## config.mk

```make
export PLATFORM = sky130hd
export DESIGN_NAME = uart_tx_frame_flat
export DESIGN_NICKNAME = d
export VERILOG_FILES = /design/src/rtl/uart_tx_frame_if.sv /design/src/rtl/uart_tx_frame.sv /design/src/flat_wrapper.sv
export SDC_FILE = /design/constraint.sdc
export NUM_CORES = 1
export LEC_CHECK = 0
export BUFFER_PORTS_ARGS = -buffer_cell sky130_fd_sc_hd__buf_2
export CORE_UTILIZATION = 31
export DETAILED_ROUTE_END_ITERATION = 12
export HOLD_SLACK_MARGIN = 0.15
export PLACE_DENSITY_LB_ADDON = 0.08
export RECOVER_POWER = 50
export SLEW_MARGIN = 5
export SYNTH_ARGS = -nofsm -noshare
export SYNTH_HDL_FRONTEND = slang
export SYNTH_SLANG_ARGS = --single-unit
```

## constraint.sdc

```tcl
create_clock -name i_Clock -period 5.3 [get_ports i_Clock]
set_input_delay 0.53 -clock i_Clock [delete_from_list [all_inputs] [get_ports i_Clock]]
set_output_delay 0.53 -clock i_Clock [all_outputs]
set_load 0.01 [all_outputs]
```

## src/rtl/uart_tx_frame_if.sv

```systemverilog
// uart_tx_frame_if: request/status bundle between a frame source and uart_tx_frame.
// The master side drives the frame request; the slave side is the transmitter.
interface uart_tx_frame_if #(
  parameter int NUM_BYTES = 24
);
  localparam int LW = $clog2(NUM_BYTES + 1);

  logic                   i_Tx_DV;
  logic [NUM_BYTES*8-1:0] i_Tx_Data;
  logic [LW-1:0]          i_Tx_Len;
  logic                   o_Tx_Ready;
  logic                   o_Tx_Active;
  logic                   o_Tx_Serial;
  logic                   o_Tx_Byte_Done;
  logic                   o_Tx_Done;

  modport master (
    output i_Tx_DV,
    output i_Tx_Data,
    output i_Tx_Len,
    input  o_Tx_Ready,
    input  o_Tx_Active,
    input  o_Tx_Serial,
    input  o_Tx_Byte_Done,
    input  o_Tx_Done
  );

  modport slave (
    input  i_Tx_DV,
    input  i_Tx_Data,
    input  i_Tx_Len,
    output o_Tx_Ready,
    output o_Tx_Active,
    output o_Tx_Serial,
    output o_Tx_Byte_Done,
    output o_Tx_Done
  );
endinterface

```

## src/rtl/uart_tx_frame.sv

```systemverilog
// uart_tx_frame: variable-length multi-byte UART transmitter, byte 0 first, LSB first.
// Define UART_TX_PARITY_EN to append a parity bit (sense PARITY_ODD) to every byte.
module uart_tx_frame #(
  parameter int CLKS_PER_BIT = 217,
  parameter int NUM_BYTES    = 24,
  parameter int STOP_BITS    = 1,
  parameter int IDLE_GAP     = 0,
  parameter int PARITY_ODD   = 0
) (
  input  logic           i_Clock,
  input  logic           i_Rst_n,
  uart_tx_frame_if.slave tx
);
  localparam int CW = $clog2(2 * CLKS_PER_BIT);
  localparam int LW = $clog2(NUM_BYTES + 1);
  localparam int GW = $clog2(IDLE_GAP + 2);
  localparam int DW = NUM_BYTES * 8;

  localparam logic [CW-1:0] BIT_END    = CW'(CLKS_PER_BIT - 1);
  localparam logic [CW-1:0] STOP_END   = CW'(STOP_BITS * CLKS_PER_BIT - 1);
  localparam logic [CW-1:0] STOP_PULSE = CW'(STOP_BITS * CLKS_PER_BIT - 2);
  localparam logic [GW-1:0] GAP_END    = GW'((IDLE_GAP > 0) ? IDLE_GAP - 1 : 0);
  localparam logic [LW-1:0] LEN_MAX    = LW'(NUM_BYTES);

  typedef enum logic [2:0] {
    S_IDLE,
    S_START,
    S_DATA,
`ifdef UART_TX_PARITY_EN
    S_PARITY,
`endif
    S_STOP,
    S_GAP
  } state_t;

  state_t        state;
  logic [CW-1:0] cnt;
  logic [GW-1:0] gap_cnt;
  logic [2:0]    bit_idx;
  logic [LW-1:0] byte_idx;
  logic [LW-1:0] len_q;
  logic [DW-1:0] frame_q;
  logic          serial;
  logic          ready;
  logic          active;
  logic          byte_done;
  logic          done;

  logic [7:0] cur_byte;
  logic       last_byte;

  // The frame register shifts down one byte per sent byte,
  // so the byte on the wire is always the low byte.
  assign cur_byte  = frame_q[7:0];
  assign last_byte = (byte_idx + LW'(1)) == len_q;

`ifdef UART_TX_PARITY_EN
  logic par_bit;
  assign par_bit = (^cur_byte) ^ 1'(PARITY_ODD);
`endif

  assign tx.o_Tx_Serial    = serial;
  assign tx.o_Tx_Ready     = ready;
  assign tx.o_Tx_Active    = active;
  assign tx.o_Tx_Byte_Done = byte_done;
  assign tx.o_Tx_Done      = done;

  always_ff @(posedge i_Clock or negedge i_Rst_n) begin
    if (!i_Rst_n) begin
      state     <= S_IDLE;
      cnt       <= '0;
      gap_cnt   <= '0;
      bit_idx   <= '0;
      byte_idx  <= '0;
      len_q     <= '0;
      frame_q   <= '0;
      serial    <= 1'b1;
      ready     <= 1'b1;
      active    <= 1'b0;
      byte_done <= 1'b0;
      done      <= 1'b0;
    end else begin
      byte_done <= 1'b0;
      done      <= 1'b0;
      unique case (state)
        S_IDLE: begin
          if (tx.i_Tx_DV && (tx.i_Tx_Len != '0)) begin
            frame_q  <= tx.i_Tx_Data;
            len_q    <= (tx.i_Tx_Len > LEN_MAX) ? LEN_MAX
                                                : tx.i_Tx_Len;
            byte_idx <= '0;
            cnt      <= '0;
            ready    <= 1'b0;
            active   <= 1'b1;
            serial   <= 1'b0;
            state    <= S_START;
          end
        end
        S_START: begin
          if (cnt == BIT_END) begin
            cnt     <= '0;
            bit_idx <= '0;
            serial  <= cur_byte[0];
            state   <= S_DATA;
          end else begin
            cnt <= cnt + CW'(1);
          end
        end
        S_DATA: begin
          if (cnt == BIT_END) begin
            cnt <= '0;
            if (bit_idx == 3'd7) begin
`ifdef UART_TX_PARITY_EN
              serial <= par_bit;
              state  <= S_PARITY;
`else
              serial <= 1'b1;
              state  <= S_STOP;
`endif
            end else begin
              bit_idx <= bit_idx + 3'd1;
              serial  <= cur_byte[bit_idx+3'd1];
            end
          end else begin
            cnt <= cnt + CW'(1);
          end
        end
`ifdef UART_TX_PARITY_EN
        S_PARITY: begin
          if (cnt == BIT_END) begin
            cnt    <= '0;
            serial <= 1'b1;
            state  <= S_STOP;
          end else begin
            cnt <= cnt + CW'(1);
          end
        end
`endif
        S_STOP: begin
          // Pulses are registered, so arm them one cycle early
          // to land on the final stop cycle.
          if (cnt == STOP_PULSE) begin
            byte_done <= 1'b1;
            done      <= last_byte;
          end
          if (cnt == STOP_END) begin
            cnt <= '0;
            if (last_byte) begin
              active <= 1'b0;
              ready  <= 1'b1;
              state  <= S_IDLE;
            end else begin
              byte_idx <= byte_idx + LW'(1);
              frame_q  <= frame_q >> 8;
              if (IDLE_GAP > 0) begin
                gap_cnt <= '0;
                state   <= S_GAP;
              end else begin
                serial <= 1'b0;
                state  <= S_START;
              end
            end
          end else begin
            cnt <= cnt + CW'(1);
          end
        end
        S_GAP: begin
          if (gap_cnt == GAP_END) begin
            cnt    <= '0;
            serial <= 1'b0;
            state  <= S_START;
          end else begin
            gap_cnt <= gap_cnt + GW'(1);
          end
        end
        default: begin
          serial <= 1'b1;
          ready  <= 1'b1;
          active <= 1'b0;
          state  <= S_IDLE;
        end
      endcase
    end
  end
endmodule
```

## src/flat_wrapper.sv

```systemverilog
// flat-port wrapper written by rule: the top's interface ports become plain ports
module uart_tx_frame_flat 
#(
  parameter int CLKS_PER_BIT = 217,
  parameter int NUM_BYTES    = 24,
  parameter int STOP_BITS    = 1,
  parameter int IDLE_GAP     = 0,
  parameter int PARITY_ODD   = 0
)
  (i_Clock, i_Rst_n, tx_i_Tx_DV, tx_i_Tx_Data, tx_i_Tx_Len, tx_o_Tx_Ready, tx_o_Tx_Active, tx_o_Tx_Serial, tx_o_Tx_Byte_Done, tx_o_Tx_Done);
  uart_tx_frame_if #(.NUM_BYTES(NUM_BYTES)) tx_i ();
  input  logic i_Clock;
  input  logic i_Rst_n;
  input wire logic [$bits(tx_i.i_Tx_DV)-1:0] tx_i_Tx_DV;
  input wire logic [$bits(tx_i.i_Tx_Data)-1:0] tx_i_Tx_Data;
  input wire logic [$bits(tx_i.i_Tx_Len)-1:0] tx_i_Tx_Len;
  output wire logic [$bits(tx_i.o_Tx_Ready)-1:0] tx_o_Tx_Ready;
  output wire logic [$bits(tx_i.o_Tx_Active)-1:0] tx_o_Tx_Active;
  output wire logic [$bits(tx_i.o_Tx_Serial)-1:0] tx_o_Tx_Serial;
  output wire logic [$bits(tx_i.o_Tx_Byte_Done)-1:0] tx_o_Tx_Byte_Done;
  output wire logic [$bits(tx_i.o_Tx_Done)-1:0] tx_o_Tx_Done;
  assign tx_i.i_Tx_DV = tx_i_Tx_DV;
  assign tx_i.i_Tx_Data = tx_i_Tx_Data;
  assign tx_i.i_Tx_Len = tx_i_Tx_Len;
  assign tx_o_Tx_Ready = tx_i.o_Tx_Ready;
  assign tx_o_Tx_Active = tx_i.o_Tx_Active;
  assign tx_o_Tx_Serial = tx_i.o_Tx_Serial;
  assign tx_o_Tx_Byte_Done = tx_i.o_Tx_Byte_Done;
  assign tx_o_Tx_Done = tx_i.o_Tx_Done;
  uart_tx_frame #(.CLKS_PER_BIT(CLKS_PER_BIT), .NUM_BYTES(NUM_BYTES), .STOP_BITS(STOP_BITS), .IDLE_GAP(IDLE_GAP), .PARITY_ODD(PARITY_ODD)) u_core (.i_Clock(i_Clock), .i_Rst_n(i_Rst_n), .tx(tx_i));
endmodule
```

==> impl_metrics.csv, run 1 <==
group,metric,value,unit
clocking,htree_levels,1,
floorplan,ios,205,
logic_synthesis,synth.top_cell.area_share,47.1,%
global_route,grt_pass1_vias,9610,
final_layout,drive_gt1_share,34.9,%
drt,wl,37800,µm
logic_synthesis,synth_area,11600,µm²
final_layout,fillers,3649,
run_status,violations,"capacitance limit, slew limit",
placed_design,gp_congestion,0.743,
clocking,clock-root-buffer,"clkbuf_16",
final_layout,regArea,5530,µm²
global_route,antenna_found_initial,8,
timing,max_slew.worst_pin.slew,2.23,ns
floorplan,start_util,31.6,%
logic_synthesis,yosysSeqAreaShare,47.5,%
logic_synthesis,netlist_instances,1044,
drt,detail-route-antenna-nets,0,
critical_path,startpoint_type,"flop",
logic_synthesis,ys_types,55,
clocking,cts_tree,"done",
run_status,outcome,"finished with violations",
final_layout,syn_to_final_growth,19.8,%
critical_path,cp-end-kind,"flop",
logic_synthesis,synthFlopType,"dfrtp_1",
timing,drv_slew,150,
floorplan,num_rows,70,
job,maxCapViolCount,1,
clocking,clk_latency,0.54,ns
critical_path,crit_type,"reg -> reg",
timing,setup_viol,0,
floorplan,die_w,196,µm
pwr,power_density,279,nW/µm²
logic_synthesis,syn_area_per_cell,11.1,µm²
drt,via_per_inst,5.76,
placed_design,hpwl,23500,µm
logic_synthesis,synth.most_common_cell,"dfrtp_1",
timing,tns,0,ns
pwr,ir_worst_vdd,0.000222,V
global_route,grt_max_degree,150,
floorplan,fp.coreArea,36800,µm²
pwr,power,0.00390,W
global_route,grt_usage,19.3,%
logic_synthesis,synth-edff-count,0,
worst_hold_path,hold_path.class,"in -> reg",
logic_synthesis,async_reset_ff_share,100,%
floorplan,die_h,196,µm
global_route,grt.overflow.total,0,
global_route,grt_pass1_wl,58400,µm
clocking,cts_buffer_depth,3,
final_layout,multi_input_area,5520,µm²
timing,finalHoldViolations,0,
logic_synthesis,synth_warnings,0,
timing,max_freq,289,MHz
clocking,cts_resized,0,
final_layout,final_nets,1399,
clocking,clk_pin_slew,0.06,ns
placed_design,numPortBuffers,204,
logic_synthesis,synth_fp_nets,1254,
logic_synthesis,ys_top_cells_by_count,"dfrtp_1 (219), nor2_1 (192), o22ai_1 (178)",
drt,wl_per_cell,22.5,µm
logic_synthesis,yosysTopAreaCell,"dfrtp_1",
critical_path,critPathRequiredTime,5.73,ns
pwr,power_leakage,4.89,nW
clocking,numCtsBuffers,28,
logic_synthesis,synth_area_leaders,"dfrtp_1 (47%), a221oi_2 (18%), o22ai_1 (9.6%)",
timing,relSlewSlack,-48.7,%
drt,drc_errors,0,
drt,dr.pass1.iters,4,
logic_synthesis,synth_seq_cells,221,
timing,rsz0062_at_grt,"false",
critical_path,cp.arrival,3.89,ns
floorplan,dieArea,38300,µm²
clocking,clock_sinks,221,
timing,period_share,65.3,%
critical_path,crit_fanout,74,
drt,vias,9687,
timing,skew,0.0116,ns
drt,drt_iter0_drc,612,
timing,min_period,3.46,ns
==> cells by family (layout without fill, tap and decap cells) <==
group                    count (synthesis)  after routing  synth area share [%]
AO/OA/AOI/OAI                          438            438                  35.9
AND/OR/NAND/NOR                        241            241                  8.73
XOR/XNOR                                 6              6                 0.452
buffers and inverters                  119            286                  5.26
other                                    0              2                     0
flip-flops                             221            221                  47.5
adder cells (fa/ha/maj)                 10             10                  1.08
multiplexers                             9              9                  1.05
==> flip-flops by register name, indices dropped and copies added, names as in the netlist <==
| signal | flops |
|---|---|
| u_core.tx.o_Tx_Serial | 1 |
| u_core.tx.o_Tx_Ready | 1 |
| u_core.cnt | 9 |
| u_core.tx.o_Tx_Active | 1 |
| u_core.bit_idx | 3 |
| u_core.tx.o_Tx_Byte_Done | 1 |
| u_core.byte_idx | 5 |
| u_core.state | 2 |
| u_core.len_q | 5 |
| u_core.tx.o_Tx_Done | 1 |
| u_core.frame_q | 192 |
==> power by group <==
group | total [W] | leakage [nW] | internal (W) | switching, W
Clock | 0.00207 | 0.498 | 0.00131 | 0.000756
Sequential | 0.00169 | 2.10 | 0.00169 | 0.00000185
Combinational | 0.000131 | 2.29 | 0.0000580 | 0.0000733
Total | 0.00390 | 4.89 | 0.00306 | 0.000831
==> worst max-delay path, cell delays in order, from the launching register on <==
cell      delay (ns)
dfrtp_1         0.40
ha_1            0.41
buf_4           0.29
inv_6           0.27
a21oi_1         0.17
a211oi_4        0.27
buf_4           0.70
o21ai_1         0.45
a22o_1          0.30
==> worst paths after layout <==
check / cells past startpoint / start / end / slack, ns
setup / recovery: 8 / u_core.state[1] / u_core.frame_q[190] / 1.84
hold / removal: 2 / tx_i_Tx_Data[184] / u_core.frame_q[184] / 0.21
setup reg to reg: 8 / u_core.state[1] / u_core.frame_q[190] / 1.84
hold reg to reg: 2 / u_core.tx.o_Tx_Ready / u_core.tx.o_Tx_Ready / 0.47
max in group asynchronous: 3 / i_Rst_n / u_core.frame_q[171] / 2.08
min in group asynchronous: 2 / i_Rst_n / u_core.frame_q[55] / 0.54
==> routing by layer <==
metal | vias to the layer above | part of all wire (%) | GRT usage, % | wire length [µm]
met1 | 4854 | 48 | 28.4 | 18000
met4 | 10 | 1.8 | 4.08 | 690
met2 | 259 | 45 | 29.5 | 17100
li1 | 4516 | - | - | -
met3 | 48 | 5.2 | 3.25 | 1970
met5 | - | 0.16 | 0 | 62
==> timing repair <==
action / CTS / global route
hold buffers: 1 / 0
hold endpoints to repair: 70 / 0
buffers inserted: 0 / 0
==> placed cells by master, fill, tap and decap left out, types with 9 or more instances in the layout <==
cell type  instances
a2bb2oi_1          9
o2bb2ai_1          9
a22o_1            13
a221oi_1          35
a221oi_2         142
clkbuf_8           9
buf_2            198
o22ai_1          178
o21ai_0           18
dfrtp_1          219
nor2_1           192
inv_1             11
clkbuf_1          11
nand2_1           13
ha_1              10
buf_4             10
clkbuf_16         29
==> metrics by stage <==
step / instance area, µm² / util (%) / std cells / setup WS, ns / hold slack [ns]
2_1_floorplan: 11600 / - / 1044 / 3.11 / 0.234
3_3_place_gp: 12900 / 35.2 / 1626 / 1.78 / 0.460
3_5_place_dp: 12900 / 35.2 / 1626 / 1.71 / 0.467
4_1_cts: 14000 / 37.9 / 1679 / 1.80 / 0.185
5_1_grt: 13900 / 37.9 / 1680 / 1.60 / 0.202
6_report: 13900 / 37.9 / 1681 / 1.84 / 0.208
==> cell type report <==
cell class	instances	area share (%)
flip-flops and latches	221	39.7
inverters	12	0.359
well taps	468	4.20
multi-input cells	704	39.6
clock inverters	8	1.02
repair buffers	222	8.87
diodes	2	0.0359
clock buffers	44	6.25
(Power assumes the default switching activity.)
==> inputs of run 2 (changes only) <==
==> constraint.sdc (replaced) <==
create_clock -name i_Clock -period 3.3 [get_ports i_Clock]
set_input_delay 0.33 -clock i_Clock [delete_from_list [all_inputs] [get_ports i_Clock]]
set_output_delay 0.33 -clock i_Clock [all_outputs]
set_load 0.01 [all_outputs]
==> impl_metrics.csv, run 2 (synthesis results as in run 1) <==
group,metric,value,unit
pwr,power,0.00612,W
clocking,clock_sinks,221,
final_layout,largest_reg_flops,192,
critical_path,crit_type,"in -> reg",
pwr,switching_share,22.3,%
timing,period_share,80.0,%
pwr,power_leakage,5.62,nW
placed_design,dpl.cell_count,1635,
clocking,htree_levels,1,
final_layout,final_common_cell,"dfrtp_1",
placed_design,numPortBuffers,204,
drt,wl_per_cell,21.1,µm
clocking,cts_buffer_depth,3,
final_layout,final_cell_mix,"dfrtp_1 (219), buf_2 (201), nor2_1 (192)",
pwr,clkPwrFrac,49.4,%
critical_path,critPathRequiredTime,3.75,ns
pwr,ir_worst_vdd,0.000354,V
timing,finalHoldViolations,0,
critical_path,timing.reg2reg.setup_slack,0.72,ns
pwr,pwr-share-comb,6.2,%
pwr,power_density,390,nW/µm²
global_route,grt_pass1_vias,10400,
clocking,cts_tree,"done",
timing,max_slew.worst_pin.slew,2.18,ns
drt,detail-route-antenna-nets,0,
clocking,clk_pin_slew,0.06,ns
final_layout,drive_gt1_share,31.0,%
critical_path,cp-end-kind,"flop",
timing,rsz0062_at_grt,"false",
timing,min_period,2.64,ns
timing,relSlewSlack,-45.3,%
final_layout,reg_top3,"u_core.frame_q: 192 flops, u_core.cnt: 9 flops",
job,maxCapViolCount,1,
run_status,outcome,"finished with violations",
clocking,cts_resized,0,
pwr,pwr-share-seq,44.4,%
timing,max_freq,379,MHz
critical_path,cp.arrival,3.09,ns
global_route,grt.overflow.total,0,
timing,tns,0,ns
drt,drt_iter0_drc,711,
floorplan,start_util,31.6,%
timing,drv_slew,74,
floorplan,die_h,196,µm
final_layout,final_cells,1858,
drt,vias,10300,
pwr,intPower,0.00476,W
global_route,grt_pass1_wl,61500,µm
clocking,post_cts_buffers,0,
timing,skew,0.0149,ns
floorplan,num_rows,70,
floorplan,die_w,196,µm
global_route,grt_usage,20.2,%
floorplan,dieArea,38300,µm²
clocking,clock-root-buffer,"clkbuf_16",
drt,drc_errors,0,
worst_hold_path,hold_path.class,"in -> reg",
critical_path,startpoint_type,"primary input",
floorplan,ios,205,
global_route,antenna_found_initial,2,
clocking,cts_hold_buf,170,
final_layout,syn_to_final_growth,34.7,%
drt,via_per_inst,5.53,
floorplan,fp.coreArea,36800,µm²
placed_design,gp_congestion,0.754,
drt,wl,39200,µm
final_layout,final_nets,1577,
final_layout,fillers,3536,
clocking,clk_latency,0.55,ns
final_layout,top_register,"u_core.frame_q",
pwr,switching_power,0.00136,W
clocking,numCtsBuffers,28,
run_status,violations,"capacitance limit, slew limit",
timing,setup_viol,0,
drt,dr.pass1.iters,5,
global_route,grt_max_degree,106,
placed_design,hpwl,23800,µm
critical_path,crit_fanout,87,
-- run 2: cell type report --
cell class              count  area, µm²  area share [%]
multi-input cells         704       5520            35.2
diodes                      3       7.51          0.0479
clock buffers              44        842            5.37
inverters                  12       50.0           0.319
flip-flops and latches    221       5530            35.3
well taps                 468        586            3.73
repair buffers            400       3090            19.7
clock inverters             6       57.6           0.367
-- run 2: through the flow --
step | setup WS (ns) | hold slack [ns] | cell area, µm² | util, %
2_1_floorplan | 1.12 | 0.0344 | 11600 | -
6_report | 0.660 | 0.177 | 15700 | 42.6
3_5_place_dp | 0.666 | 0.364 | 13100 | 35.6
5_1_grt | 0.389 | 0.154 | 15700 | 42.6
3_3_place_gp | 0.710 | 0.372 | 13100 | 35.6
4_1_cts | 0.698 | 0.150 | 15700 | 42.6
-- run 2: critical path: stages --
cell and delay (ns):
dlygate4sd3_1 0.54, buf_2 0.13, or4_4 0.53, o211ai_1 0.33, buf_4 0.25, nand2b_4 0.19, buf_12 0.35, o22ai_1 0.16
a221oi_2 0.21
-- run 2: worst paths after layout --
check,from,to,depth (start not counted)
worst min register to register,u_core.tx.o_Tx_Ready,u_core.tx.o_Tx_Ready,2
min in group asynchronous,i_Rst_n,u_core.frame_q[52],2
worst min-delay path,tx_i_Tx_Data[62],u_core.frame_q[62],3
max in group asynchronous,i_Rst_n,u_core.frame_q[85],3
worst max register to register,u_core.byte_idx[0],u_core.frame_q[41],7
worst max-delay path,tx_i_Tx_Len[3],u_core.frame_q[90],9
-- run 2: routing by layer --
metal,vias up,GRT usage (%),wire (µm)
li1,4880,-,-
met1,5090,29.8,18900
met2,257,31.2,17900
met3,41,2.87,1710
met4,0,4.22,688
met5,-,0,0
-- run 2: power by group through the flow --
stage	registers [W]	clock network (W)	logic [W]
finish	0.00272	0.00302	0.000378
global route	0.00272	0.00321	0.000412
CTS	0.00272	0.00312	0.000385
detailed placement	0.00277	0	0.000223
global placement	0.00277	0	0.000226
floorplan	0.00277	0	0.0000119
